--- config.mk ---
export PLATFORM = sky130hd
export DESIGN_NAME = booth_ctrl
export DESIGN_NICKNAME = d
export VERILOG_FILES = /design/src/rtl/booth_ctrl.sv
export SDC_FILE = /design/constraint.sdc
export NUM_CORES = 1
export LEC_CHECK = 0
export ABC_AREA = 1
export BUFFER_PORTS_ARGS = -buffer_cell sky130_fd_sc_hd__buf_2
export CORE_AREA = 3 3 40 42
export DETAILED_ROUTE_END_ITERATION = 10
export DIE_AREA = 0 0 43 45
export GPL_TIMING_DRIVEN = 0
export PLACE_DENSITY = 0.62
export SLEW_MARGIN = 25
export SYNTH_ARGS = -nofsm -noshare
export SYNTH_HDL_FRONTEND = slang
export SYNTH_SLANG_ARGS = --single-unit
--- constraint.sdc ---
create_clock -name clk -period 1.65 [get_ports clk]
set_input_delay 0.0825 -clock clk [delete_from_list [all_inputs] [get_ports clk]]
set_output_delay 0.0825 -clock clk [all_outputs]
set_load 0.05 [all_outputs]
--- src/rtl/booth_ctrl.sv ---
// booth_ctrl: control unit for a radix-2 Booth sequential multiplier.
// Sequences an external A/Q/q-1/M datapath through N test/shift iterations.
//
// Ports:
//   clk        rising-edge clock
//   reset      synchronous active-low reset
//   start      level request; held high until fin is seen
//   q0, q_1    Booth pair {Q[0], q-1}, examined only in TEST
//   cargaQ     load Q from the multiplier operand and clear q-1
//   cargaM     load M from the multiplicand operand
//   limpiaA    clear accumulator A
//   cargaA     load A with the adder/subtractor result
//   restaA     adder mode (1 = A-M, 0 = A+M), meaningful while cargaA=1
//   desplazaQ  arithmetic right shift of A:Q:q-1
//   busy       operation in progress (all states except IDLE and DONE)
//   fin        product valid in A:Q
module booth_ctrl #(
  parameter int unsigned N = 4
) (
  input  logic clk,
  input  logic reset,
  input  logic start,
  input  logic q0,
  input  logic q_1,
  output logic cargaQ,
  output logic cargaM,
  output logic limpiaA,
  output logic cargaA,
  output logic restaA,
  output logic desplazaQ,
  output logic busy,
  output logic fin
);

  localparam int unsigned CW = (N > 1) ? $clog2(N) : 1;

  typedef enum logic [2:0] {
    IDLE,
    LOAD,
    TEST,
    SHIFT,
    DONE
  } state_t;

  state_t          state;
  logic [CW-1:0]   cnt;

  // State-only outputs are registered: each branch sets the values that
  // belong to the state being entered.
  always_ff @(posedge clk) begin
    if (!reset) begin
      state     <= IDLE;
      cnt       <= '0;
      cargaQ    <= 1'b0;
      cargaM    <= 1'b0;
      limpiaA   <= 1'b0;
      desplazaQ <= 1'b0;
      busy      <= 1'b0;
      fin       <= 1'b0;
    end else begin
      cargaQ    <= 1'b0;
      cargaM    <= 1'b0;
      limpiaA   <= 1'b0;
      desplazaQ <= 1'b0;
      busy      <= 1'b0;
      fin       <= 1'b0;
      case (state)
        IDLE: begin
          if (start) begin
            state   <= LOAD;
            cargaQ  <= 1'b1;
            cargaM  <= 1'b1;
            limpiaA <= 1'b1;
            busy    <= 1'b1;
          end
        end
        LOAD: begin
          cnt   <= '0;
          state <= TEST;
          busy  <= 1'b1;
        end
        TEST: begin
          state     <= SHIFT;
          desplazaQ <= 1'b1;
          busy      <= 1'b1;
        end
        SHIFT: begin
          // Counter holds at N-1 on the final pass so it can never wrap,
          // even when N is a power of two.
          if (cnt == CW'(N - 1)) begin
            state <= DONE;
            fin   <= 1'b1;
          end else begin
            cnt   <= cnt + 1'b1;
            state <= TEST;
            busy  <= 1'b1;
          end
        end
        DONE: begin
          if (start) begin
            fin <= 1'b1;
          end else begin
            state <= IDLE;
          end
        end
        default: state <= IDLE;
      endcase
    end
  end

  // The add/subtract decision must see the Booth pair of the current
  // iteration, which only settles once TEST is entered, so it is decoded
  // from the state register rather than registered.
  always_comb begin
    cargaA = 1'b0;
    restaA = 1'b0;
    if (state == TEST) begin
      cargaA = q0 ^ q_1;
      restaA = q0 & ~q_1;
    end
  end

endmodule

Yosys cells after proc, flatten, opt, wreduce, memory -nomap -nowiden
Cells that the tools add are included.

Bits in registers: 9. Logic and storage cells: 38.

Add/subtract/negate cells: 1. Eq/ne operators: 8. Mux-type cells: 14. Bitwise logic cells: 3. Reductions and logical operators: 6.

Operator list (number): one-hot mux 3 bit (5 select lines) (1); two-way mux 3 bit (3); == test 3 x 2 -> 1 bit (second input constant) (2); two-way mux 1 bit (6); != test 2 bit (second input constant) (3); AND reduction 2 bit (3); one-hot mux 2 bit (2 select lines) (1); == test 3 x 1 -> 1 bit (second input constant) (1); == test 3 bit (second input constant) (1); zero test 3 bit (1); one-hot mux 1 bit (3 select lines) (1); adder 2 x 1 -> 2 bit (second input constant) (1); == test 2 bit (second input constant) (1); two-way mux 2 bit (1); one-hot mux 1 bit (2 select lines) (1); nonzero test 2 bit (1); OR reduction 2 bit (1); AND 1 bit (1); NOT 1 bit (1); XOR 1 bit (1).

Depth between registers and ports, before layout
Word-level depth: 3. Depth in mapped cells: 6.

Worst setup path after synthesis
OpenSTA, ideal clock, no wires.

Path kind: register -> output. Start: register state[2]. End: output port cargaA. Arrival: 1.201 ns. Path slack: 0.366 ns. Cell stages (with the launch flop): 4. Cell sequence: dfxtp_1 nor2_1 nand2_1 nor2_1.

Word-level cells in the longest chain between the ends: 2.

Ends and longest elaborated chain: from (decl) (RTL line 45) `state_t state;`; from (signal assigned) (RTL line 52) `state <= IDLE;`; from (signal assigned) (RTL line 70) `state <= LOAD;`; from (signal assigned) (RTL line 79) `state <= TEST;`; == test 3 x 2 -> 1 bit (RTL line 117) `if (state == TEST) begin`; two-way mux 1 bit (RTL line 117); to (decl) (RTL line 28) `output logic cargaA,`.

No other way between the ends.

Final worst setup path
Same ends and word-level chain as after synthesis.

==> reports/qor.csv <==
stage;metric;value;unit
run_status;status;complete, no violations;
grt;grt_pass1_wl;1.09;mm
sta;worst_pin_slew;249;ps
yosys;synth_edf_count;0;
clock_network;cts_resized;0;
final_layout;diodes;0;
clock_network;clock-sinks;9;
sta;max_freq;773;MHz
clock_network;clk_latency;260;ps
sta;setup_viol;0;
floorplanning;placementRows;13;
clock_network;ctsHoldBuffers;0;
worst_setup_path;cpMaxStageDelayCell;dfxtp_1;
power_and_ir_drop;power_leakage;0.251;nW
clock_network;cts_tree;done;
yosys;async_reset_ff_frac;0;
worst_setup_path;worstPathMaxFanout;4;
sta;grt_setup_unrepaired;no;
detailed_routing;vias;347;
floorplanning;dieArea;1940;sq um
grt;grt_pass1_vias;276;
yosys;syn_inst;49;
worst_setup_path;crit_arrival;1210;ps
clock_network;ctsRootBufferMaster;clkbuf_4;
worst_setup_path;rr_worst_depth;6;
grt;grt_max_degree;7;
worst_setup_path;slowest_delay;340;ps
worst_setup_path;crit_top_cell;nor2_1;
yosys;yosysMostFrequentCell;nand2_1;
sta;finalMaxSlewViolations;0;
sta;period_minus_slack;1290;ps
final_layout;n_fill_cell;135;
min_path;hold_class;primary input to register;
clock_network;clkSlewWorstSetupHoldPaths;60;ps
floorplanning;die_x;43;um
final_layout;final_net_count;73;
yosys;synthFlopType;dfxtp_1;
worst_setup_path;end_kind;primary output;
place;io_buffers;12;
sta;fin_ws;356;ps
sta;final-hold-violation-count;0;
min_path;holdPathStages;3;
yosys;synth.net_count;56;
place;pre_cts_slack;627;ps
yosys;synth_cell_types;11;
yosys;yosysSeqAreaShare;0.483;
sta;tns;0;ps
worst_setup_path;startpoint_type;register;
detailed_routing;drt-total-wl;689;um
yosys;synth_warnings;0;
yosys;synth_area_leaders;dfxtp_1 48%, nand2_1 10%, nor2_1 8.1%;
clock_network;cts_htree_levels;1;
detailed_routing;ant_nets;0;
grt;grt-ovfl-total;0;
yosys;yosys.area.top_type_share;0.483;
power_and_ir_drop;irDropWorstVdd;0.504;mV
grt;antenna_found_initial;0;
grt;grt.total_usage;0.0810;
floorplanning;fp.dieH;45;um
floorplanning;core;1280;sq um
final_layout;drive_gt1_frac;0.277;
sta;relSlewSlack;0.835;
yosys;syn_area_per_cell;7.61;sq um
place;place_congestion;0.709;
sta;skew;1.10;ps
power_and_ir_drop;p_total;501;uW
sta;fin_crit_sh;0.784;
yosys;synth-seq-cells;9;
yosys;synth_commonest_cells;10 x nand2_1, 9 x dfxtp_1, 8 x nor2_1;
clock_network;cts_buffers;3;
detailed_routing;drt-initial-drc-count;3;
detailed_routing;drc;0;
detailed_routing;first_pass_iters;3;
floorplanning;pin_count;13;
worst_setup_path;cpLargestDelayFamily;flip-flops;
clock_network;post_cts_buffers;0;
run;cap_viol_max_count;0;
worst_setup_path;critical_path_class;register to primary output;
detailed_routing;via_per_inst;4.34;
place;dpl.hpwl;546;um
worst_setup_path;cp.depth;4;
worst_setup_path;path_cells;nor2_1, nand2_1, nor2_1, buf_2;
worst_setup_path;cp.required;1570;ps
clock_network;ctsLongestPathBuffers;2;
yosys;synth_area;373;sq um
yosys;synth_area_leader_cell;dfxtp_1;
final_layout;area_growth;28.2;%
floorplanning;start_util;0.290;
power_and_ir_drop;p_per_area;1050;nW/um^2
detailed_routing;wl_per_cell;8.61;um
worst_setup_path;worst-path-buf-inv;1;
worst reg2reg max path, stage by stage, from the launching register on:
cell and delay [ps]:
dfxtp_1 360, ha_1 210, nand2_1 80, nand3_1 90
nand2_1 50, nand2_1 70, o21ai_0 70
metal layers:
layer  up-vias  share of wire  track usage
met1       149           0.42       0.0803
met4         0              0       0.0181
li1        187              -            -
met2        11           0.46        0.129
met3         0           0.12       0.0717
met5         -              0            0
final timing paths:
kind / start / to / slack, ps
worst max-delay path: state[2] / cargaA / 360
worst min register to register: cnt[1] / cnt[1] / 490
worst min-delay path: reset / state[1] / 80
worst max register to register: cnt[0] / busy / 610
cells in the final DEF (no fill, tap or decap), types with 2 or more instances in the layout:
master and instances:
buf_2 12, nand2_1 10, dfxtp_1 9, nor2_1 8, inv_1 6, nand3_1 4, a21oi_1 4, clkbuf_4 3
o21ai_0 2, ha_1 2, buf_4 2
kinds of logic after synthesis:
kind of cell | synth area share
buffers and inverters | 0.101
AO/OA/AOI/OAI | 0.0805
AND/OR/NAND/NOR | 0.268
adder cells (fa/ha/maj) | 0.0671
flip-flops | 0.483
state kept, by name (all words and copies together), names as in the netlist:
register / flops
state: 3
fin: 1
desplazaQ: 1
busy: 1
limpiaA: 1
cnt: 2
metrics by stage:
| step | instance area (sq um) | util | hold slack, ps | instances |
|---|---|---|---|---|
| CTS | 478 | 0.372 | 75.8 | 80 |
| floorplan | 373 | - | 194 | 49 |
| detailed placement | 452 | 0.352 | 346 | 76 |
| global route | 478 | 0.372 | 85.8 | 80 |
| global placement | 452 | 0.352 | 339 | 76 |
| finish | 478 | 0.372 | 82.9 | 80 |
layout make-up:
class	count	area (sq um)	share of cell area
clock buffer	4	26.3	0.0550
multi-input combinational	32	155	0.325
inverter	6	22.5	0.0471
timing repair buffer	12	60.1	0.126
buffer	2	15.0	0.0314
sequential	9	180	0.377
tap	15	18.8	0.0393
power by group:
part | internal, mW | switching [mW] | total, mW
Sequential | 0.230 | 0.00852 | 0.239
Clock | 0.0929 | 0.0722 | 0.165
Combinational | 0.0271 | 0.0698 | 0.0968
Total | 0.350 | 0.151 | 0.501
(Power assumes the default switching activity.)
